[config.mk]
export PLATFORM = sky130hd
export DESIGN_NAME = regfile_mp_flat
export DESIGN_NICKNAME = d
export VERILOG_FILES = /design/src/rtl/regfile_mp_if.sv /design/src/rtl/regfile_mp.sv /design/src/flat_wrapper.sv
export SDC_FILE = /design/constraint.sdc
export NUM_CORES = 2
export LEC_CHECK = 0
export BUFFER_PORTS_ARGS = -buffer_cell sky130_fd_sc_hd__buf_2
export CAP_MARGIN = 10
export CORE_MARGIN = 8
export CORE_UTILIZATION = 55
export DETAILED_ROUTE_END_ITERATION = 10
export PLACE_DENSITY = 0.71
export SYNTH_ARGS = -nofsm -noshare
export SYNTH_HDL_FRONTEND = slang
export SYNTH_SLANG_ARGS = --single-unit
[constraint.sdc]
create_clock -name clk -period 90.3 [get_ports clk]
set_input_delay 0 -clock clk [delete_from_list [all_inputs] [get_ports clk]]
set_output_delay 0 -clock clk [all_outputs]
set_load 0.005 [all_outputs]
[src/rtl/regfile_mp_if.sv]
`default_nettype none
// ============================================================================
//  Module      : regfile_mp_if
//  Description : Bundle of the register-file bus between decode/writeback and
//                regfile_mp: read addresses/data/busy, two write ports and the
//                scoreboard-set request.
//  Revision    : 1.0 - initial release
// ----------------------------------------------------------------------------
//  Signals
//    rf_raddr  [NUM_RD*ADDR_W]  read addresses, port k at [k*ADDR_W +: ADDR_W]
//    rf_rdata  [NUM_RD*DATA_W]  read data,      port k at [k*DATA_W +: DATA_W]
//    rf_busy   [NUM_RD]         pending-write flag of the addressed register
//    rf_we0/rf_waddr0/rf_wdata0 write port 0 (ALU writeback)
//    rf_we1/rf_waddr1/rf_wdata1 write port 1 (load writeback)
//    sb_set/sb_addr             mark a destination register busy at issue
//  Modports
//    master : pipeline side (drives addresses/writes, receives read data)
//    slave  : register file side
// ============================================================================
interface regfile_mp_if #(
    parameter int DATA_W = 32,
    parameter int ADDR_W = 5,
    parameter int NUM_RD = 2
);
    logic [NUM_RD*ADDR_W-1:0] rf_raddr;
    logic [NUM_RD*DATA_W-1:0] rf_rdata;
    logic [NUM_RD-1:0]        rf_busy;
    logic                     rf_we0;
    logic [ADDR_W-1:0]        rf_waddr0;
    logic [DATA_W-1:0]        rf_wdata0;
    logic                     rf_we1;
    logic [ADDR_W-1:0]        rf_waddr1;
    logic [DATA_W-1:0]        rf_wdata1;
    logic                     sb_set;
    logic [ADDR_W-1:0]        sb_addr;

    modport master (
        output rf_raddr, rf_we0, rf_waddr0, rf_wdata0,
               rf_we1, rf_waddr1, rf_wdata1, sb_set, sb_addr,
        input  rf_rdata, rf_busy
    );

    modport slave (
        input  rf_raddr, rf_we0, rf_waddr0, rf_wdata0,
               rf_we1, rf_waddr1, rf_wdata1, sb_set, sb_addr,
        output rf_rdata, rf_busy
    );
endinterface
`default_nettype wire

[src/rtl/regfile_mp.sv]
`default_nettype none
// ============================================================================
//  Module      : regfile_mp
//  Description : Multi-port register file with busy scoreboard for the
//                decode/register-read stage. NUM_RD combinational read ports,
//                two write ports (port 1 = load writeback wins collisions),
//                optional hardwired-zero entry 0, per-register busy bits.
//  Revision    : 1.0 - initial release
// ----------------------------------------------------------------------------
//  Ports
//    clk    : clock, all state updates on the rising edge
//    reset  : asynchronous active-high, clears array and busy bits at once
//    rf     : regfile_mp_if.slave bus (read ports, write ports, sb_set)
//  Parameters
//    DATA_W   : register width
//    ADDR_W   : address width, depth = 2**ADDR_W
//    NUM_RD   : number of read ports (1..4)
//    ZERO_REG : 1 = entry 0 reads 0, never written, never busy
//  Build option
//    RF_BYPASS_EN : when defined, same-cycle writes are forwarded to the read
//                   ports (data and busy); when undefined, reads see only the
//                   registered array and busy bits.
// ============================================================================
module regfile_mp #(
    parameter int DATA_W   = 32,
    parameter int ADDR_W   = 5,
    parameter int NUM_RD   = 2,
    parameter int ZERO_REG = 1
) (
    input  wire          clk,
    input  wire          reset,
    regfile_mp_if.slave  rf
);

    localparam int c_depth = 1 << ADDR_W;

    logic [DATA_W-1:0]  r_mem [c_depth];
    logic [c_depth-1:0] r_busy;

    // Qualified write / scoreboard requests: accesses to entry 0 vanish
    // here when it is hardwired, so neither the array nor the scoreboard
    // ever sees them.
    logic w_wr0;
    logic w_wr1;
    logic w_sb;

    always_comb begin
        w_wr0 = rf.rf_we0;
        w_wr1 = rf.rf_we1;
        w_sb  = rf.sb_set;
        if (ZERO_REG != 0) begin
            if (rf.rf_waddr0 == '0) w_wr0 = 1'b0;
            if (rf.rf_waddr1 == '0) w_wr1 = 1'b0;
            if (rf.sb_addr   == '0) w_sb  = 1'b0;
        end
    end

    // Register array. Port 1 is assigned last so that, on an address
    // collision, the load writeback value is the one committed.
    always_ff @(posedge clk or posedge reset) begin
        if (reset) begin
            for (int i = 0; i < c_depth; i++) begin
                r_mem[i] <= '0;
            end
        end else begin
            if (w_wr0) r_mem[rf.rf_waddr0] <= rf.rf_wdata0;
            if (w_wr1) r_mem[rf.rf_waddr1] <= rf.rf_wdata1;
        end
    end

    // Busy scoreboard. The set is applied after both clears: a same-edge
    // issue to a register being written back belongs to a newer producer,
    // so the register must stay busy.
    always_ff @(posedge clk or posedge reset) begin
        if (reset) begin
            r_busy <= '0;
        end else begin
            if (w_wr0) r_busy[rf.rf_waddr0] <= 1'b0;
            if (w_wr1) r_busy[rf.rf_waddr1] <= 1'b0;
            if (w_sb)  r_busy[rf.sb_addr]   <= 1'b1;
        end
    end

    // Read ports: zero-latency lookup with optional write-through forwarding.
    generate
        for (genvar k = 0; k < NUM_RD; k++) begin : g_rd
            logic [ADDR_W-1:0] w_raddr;
            logic [DATA_W-1:0] w_data;
            logic              w_busy;
`ifdef RF_BYPASS_EN
            logic              w_hit0;
            logic              w_hit1;
            logic              w_sb_hit;
`endif

            assign w_raddr = rf.rf_raddr[k*ADDR_W +: ADDR_W];

            always_comb begin
                w_data = r_mem[w_raddr];
                w_busy = r_busy[w_raddr];
`ifdef RF_BYPASS_EN
                // Forwarding is gated by reset so that everything reads 0
                // while the file is held in reset.
                w_hit0   = w_wr0 && (rf.rf_waddr0 == w_raddr) && !reset;
                w_hit1   = w_wr1 && (rf.rf_waddr1 == w_raddr) && !reset;
                w_sb_hit = w_sb  && (rf.sb_addr   == w_raddr);
                if (w_hit1) begin
                    w_data = rf.rf_wdata1;
                end else if (w_hit0) begin
                    w_data = rf.rf_wdata0;
                end
                // A retiring write releases the operand this cycle unless a
                // newer producer is issuing to the same register.
                if ((w_hit0 || w_hit1) && !w_sb_hit) begin
                    w_busy = 1'b0;
                end
`endif
                if ((ZERO_REG != 0) && (w_raddr == '0)) begin
                    w_data = '0;
                    w_busy = 1'b0;
                end
            end

            assign rf.rf_rdata[k*DATA_W +: DATA_W] = w_data;
            assign rf.rf_busy[k]                   = w_busy;
        end
    endgenerate

endmodule
`default_nettype wire

[src/flat_wrapper.sv]
// flat-port wrapper written by rule: the top's interface ports become plain ports
module regfile_mp_flat 
#(
    parameter int DATA_W   = 32,
    parameter int ADDR_W   = 5,
    parameter int NUM_RD   = 2,
    parameter int ZERO_REG = 1
)
  (clk, reset, rf_rf_raddr, rf_rf_we0, rf_rf_waddr0, rf_rf_wdata0, rf_rf_we1, rf_rf_waddr1, rf_rf_wdata1, rf_sb_set, rf_sb_addr, rf_rf_rdata, rf_rf_busy);
  regfile_mp_if #(.DATA_W(DATA_W), .ADDR_W(ADDR_W), .NUM_RD(NUM_RD)) rf_i ();
  input  wire clk;
  input  wire reset;
  input wire logic [$bits(rf_i.rf_raddr)-1:0] rf_rf_raddr;
  input wire logic [$bits(rf_i.rf_we0)-1:0] rf_rf_we0;
  input wire logic [$bits(rf_i.rf_waddr0)-1:0] rf_rf_waddr0;
  input wire logic [$bits(rf_i.rf_wdata0)-1:0] rf_rf_wdata0;
  input wire logic [$bits(rf_i.rf_we1)-1:0] rf_rf_we1;
  input wire logic [$bits(rf_i.rf_waddr1)-1:0] rf_rf_waddr1;
  input wire logic [$bits(rf_i.rf_wdata1)-1:0] rf_rf_wdata1;
  input wire logic [$bits(rf_i.sb_set)-1:0] rf_sb_set;
  input wire logic [$bits(rf_i.sb_addr)-1:0] rf_sb_addr;
  output wire logic [$bits(rf_i.rf_rdata)-1:0] rf_rf_rdata;
  output wire logic [$bits(rf_i.rf_busy)-1:0] rf_rf_busy;
  assign rf_i.rf_raddr = rf_rf_raddr;
  assign rf_i.rf_we0 = rf_rf_we0;
  assign rf_i.rf_waddr0 = rf_rf_waddr0;
  assign rf_i.rf_wdata0 = rf_rf_wdata0;
  assign rf_i.rf_we1 = rf_rf_we1;
  assign rf_i.rf_waddr1 = rf_rf_waddr1;
  assign rf_i.rf_wdata1 = rf_rf_wdata1;
  assign rf_i.sb_set = rf_sb_set;
  assign rf_i.sb_addr = rf_sb_addr;
  assign rf_rf_rdata = rf_i.rf_rdata;
  assign rf_rf_busy = rf_i.rf_busy;
  regfile_mp #(.DATA_W(DATA_W), .ADDR_W(ADDR_W), .NUM_RD(NUM_RD), .ZERO_REG(ZERO_REG)) u_core (.clk(clk), .reset(reset), .rf(rf_i));
endmodule
# After elaboration in Yosys (flattened, before gate mapping)

Cells that the tools add are included.

Register bits after elaboration: 1,056
Input bits: 94
Output and inout bits: 66

Order comparisons: 14
Muxes and demuxes: 34
Bitwise gates (word level): 9
Reductions and logical operators: 10

Operators by type and width:

| kind                                                              | count |
|---|---|
| bitwise mux 1024 bit                                              | 2 |
| two-way mux 1024 bit                                              | 2 |
| two-way mux 32 bit                                                | 11 |
| binary-select mux 32 bit (select 5 bit)                           | 2 |
| demux 32 bit (select 5 bit)                                       | 2 |
| AND 32 bit                                                        | 2 |
| inverter 32 bit                                                   | 2 |
| bitwise OR 32 bit                                                 | 1 |
| < comparator 5 x 6 -> 1 bit, second input constant                | 5 |
| zero test 5 bit                                                   | 5 |
| greater-or-equal comparator 6 bit, second input constant          | 4 |
| inverter 5 -> 6 bit                                               | 4 |
| demux 1 bit (select 5 bit)                                        | 3 |
| greater-or-equal comparator 5 x 1 -> 1 bit, second input constant | 3 |
| < comparator 6 x 1 -> 1 bit, second input constant                | 2 |
| binary-select mux 1 bit (select 5 bit)                            | 2 |
| two-way mux 1 bit                                                 | 10 |
| logical AND 1 bit                                                 | 5 |

# Logic depth before layout (Yosys ltp)

Word-level depth: 11
Depth in mapped cells: 8
Depth with buffers taken out: 4

# Worst setup path after synthesis

OpenSTA, ideal clock, no wires.

Path type: in2out
From: in rf_rf_raddr[1]
To: out rf_rf_busy[0]
Data arrival time: 1.427 ns
Data required time: 90.300 ns
Setup slack: 88.873 ns
Stages: 7
Path through: buf_4 > buf_4 > mux4_2 > mux2_2 > o21ai_0 > a311oi_1 > buf_4

Word-level cells in the longest chain between the ends: 3
Elaborated cells between the ends (all ways): 4

RTL lines:

| what                                    | line               | RTL |
|---|---|---|
| start, declared                         | flat_wrapper.sv:13 | `input wire logic [$bits(rf_i.rf_raddr)-1:0] rf_rf_raddr;` |
| binary-select mux 1 bit (select 5 bit)  | regfile_mp.sv:100  | `w_busy = r_busy[w_raddr];` |
| two-way mux 1 bit (not written as such) | regfile_mp.sv:100  |  |
| two-way mux 1 bit (*)                   | regfile_mp.sv:118  | `if ((ZERO_REG != 0) && (w_raddr == '0)) begin` |
| end, declared                           | flat_wrapper.sv:23 | `output wire logic [$bits(rf_i.rf_busy)-1:0] rf_rf_busy;` |

Every way passes the cells marked *; elsewhere a longest branch is shown, timed or not. The select of a mux whose other input is x is not followed.

# Worst setup path in the final report

From: in rf_rf_raddr[6]
To: out rf_rf_rdata[62]

Word-level cells in the longest chain between the ends: 5
Elaborated cells between the ends (all ways): 6

RTL lines:

| what                                                   | line               | RTL |
|---|---|---|
| inverter 5 -> 6 bit (not written as such)              | regfile_mp.sv:99   | `w_data = r_mem[w_raddr];` |
| binary-select mux 32 bit (select 5 bit)                | regfile_mp.sv:99   |  |
| two-way mux 32 bit (not written as such) (2 in series) | regfile_mp.sv:99   |  |
| two-way mux 32 bit (*)                                 | regfile_mp.sv:118  |  |
| end, declared                                          | flat_wrapper.sv:22 | `output wire logic [$bits(rf_i.rf_rdata)-1:0] rf_rf_rdata;` |

Marked as above.

==> metrics <==
Least-Margin Pin Slew 1.407 ns; Post-Syn Area per Cell about 11 sq um; # rows 127; vias in the first global route 51567; initial antenna violation count 18; Syn Inst Count 6153; total core area roughly 0.12 sq mm; starting DRC count in detailed routing 9093; FMAX 0.2241 GHz; crit end category output port; # port buffers 159; crit path max fanout between 90 and 100; Worst-Skew Late Latency about 0.74 ns; Sw Pwr just under 500 uW; Synth Cell Area between 0.06 and 0.07 sq mm; count of final setup violators 0; largest net degree at the start of global routing 178; Post-CTS Setup Bufs 0; Via-to-Cell Ratio 7.166; Critical Path RT around 90 ns; crit path kind input port to output port; P_int 1.080 mW; Final Cycle Share 4.942%; Final HPWL DP 131200 um; maximum root-to-sink buffer count 3; YS warnings 0; wire per inst 32.71 um; PwrDens about 22 mW/mm^2; startpoint types input port; Reg clk slew, reported paths 0.05 ns; Synth area leader dfrtp_1; Root Buffer clkbuf_16; share of the synthesized area in the top cell type approximately two fifths; Clk pwr share 30.8%; Routed Antenna Nets 0; Fin. Hold Viols 0; die width 362.5 um; post-synthesis cell type count 58; Post-synth EDFFs 0; FILL cells 9769; Post-Syn Nets 6247; Tightest Hold Check Type input port to register; minimum clock period 4.463 ns; Setup Skew 0 ns; clk sink count 1056; peak supply drop ~17 uV; top cells by area, synth dfrtp_1 (40%), mux2i_1 (17%), mux4_2 (16%); post-cts resize count 0; DR vias 54340; asr flop ratio synth 100.0%; Die Ht 362.5 um; slew margin rel. 6.232%; status finished, final reports clean; Worst EP arrival 4.46 ns; Initial Utilization 55.27%; share of cells above drive strength 1 17.58%; CTS Buf Count 113; Sw Ratio 30.91%; first-pass GRT wire length 358300 um; # DRC 0; GPL Wtd Cong slightly below 0.9; synth-to-layout area growth 7.650%; sequential power share about 44%; H-Tree Depth 3; #FFs+latches synth 1056; RSZ-0062 raised after global routing no; GR Util All Layers 36.57%; drt total wl 248000 um; Comb pwr share between 20 and 25%; sequential-to-total area share from yosys stat 40.01%; I/O Pins 160; Final Max Slew Viols 0; Nets approximately 6000; ys flop type dfrtp_1; Setup TNS Final 0 ns; Leak between 30 and 40 nW; most frequent cell after synthesis mux2i_1; GRT overflow 0; final core occ between 50% and 60%; die area 0.1314 sq mm; MaxCap Viol Count 0; Commonest cells post-synth mux2i_1 (1105), dfrtp_1 (1056), nand2_1 (562), nor2_1 (528), a21oi_1 (512); CTS tree built; first drt pass iteration count 7
-- repair_timing --
action | CTS | global route
hold buffers | 117 | 0
endpoints found under the setup margin | 0 | 0
hold endpoints to repair | 1122 | 0
-- cells in the final DEF, fill, tap and decap left out, drive strengths merged, types with 77 or more instances in the layout --
cell type / Yosys / layout
a21oi: 512 / 512
dfrtp: 1056 / 1056
nor2: 541 / 541
mux2i: 1105 / 1105
mux4: 462 / 462
buf: 324 / 249
clkbuf: 447 / 167
nand2: 562 / 562
nor2b: 77 / 77
o21ai: 605 / 605
dlygate4sd3: 0 / 117
-- cell families after synthesis --
logic type | Yosys count | synth area share (%)
buffers and inverters | 784 | 6.003
muxes | 1633 | 33.63
and+or+nand+nor | 1258 | 8.065
DFF | 1056 | 40.01
AOI/OAI and AO/OA | 1422 | 12.29
-- cell type report --
type,instances,area (sq um),area share [%]
repair buffers,366,2758,3.879
multi-input cells,4313,36030,50.68
well taps,1612,2017,2.837
flip-flops and latches,1056,26430,37.17
diodes,17,42.54,0.05983
clock inverters,39,420.4,0.5913
inverters,13,61.31,0.08623
clock buffers,167,3342,4.700
-- flip-flops by register name, indices dropped and copies added (netlist names) --
register and flops:
u_core.r_busy 32, u_core.r_mem 1024
-- worst max-delay path: stages --
cell      delay (ns)
buf_8           0.55
buf_4           0.80
buf_12          0.64
nor2_4          0.34
buf_4           0.39
a221oi_1        0.30
o21ai_0         0.17
a311oi_1        0.80
buf_2           0.25
-- routing by layer --
| layer | wire [um] | vias to the layer above | GRT usage, % |
|---|---|---|---|
| li1 | - | 21941 | - |
| met1 | 91100 | 26917 | 49.32 |
| met2 | 104600 | 4557 | 51.82 |
| met3 | 36810 | 921 | 12.69 |
| met4 | 15440 | 4 | 19.73 |
| met5 | 21 | - | 0.2589 |
-- path summary, 6_finish.rpt --
path	cells after the start	start	end	slack (ns)
max in group asynchronous	7	reset	u_core.r_mem[786]$_DFF_PP0_	86.47
hold reg to reg	0	u_core.r_mem[1007]$_DFF_PP0_	u_core.r_mem[1007]$_DFF_PP0_	0.40
setup / recovery	9	rf_rf_raddr[6]	rf_rf_rdata[62]	85.84
hold / removal	5	rf_rf_waddr0[3]	u_core.r_mem[577]$_DFF_PP0_	0.04
setup reg to reg	3	u_core.r_mem[706]$_DFF_PP0_	u_core.r_mem[706]$_DFF_PP0_	88.93
min in group asynchronous	4	reset	u_core.r_mem[865]$_DFF_PP0_	0.55
-- power groups by stage --
stage / Clock (mW) / Combinational (mW) / Sequential (mW)
detailed placement: 0 / 0.371 / 0.694
global placement: 0 / 0.359 / 0.686
floorplan: 0 / 0.297 / 0.665
finish: 0.481 / 0.387 / 0.694
CTS: 0.481 / 0.381 / 0.688
global route: 0.499 / 0.416 / 0.705
-- per-stage QoR --
stage	cell area, sq um	hold WS (ns)	std cells	power (mW)	worst slack (ns)
final	71100	0.04370	7583	1.563	85.84
after global routing	71070	0.07272	7572	1.621	85.68
after CTS	71040	0.01637	7565	1.549	85.90
after detailed placement	66100	0.2018	7242	1.065	85.88
after global placement	66100	0.1946	7242	1.044	85.92
after floorplan	66050	0.09499	6153	0.9617	60.58
Note: power is estimated with default switching activity, not from simulation.
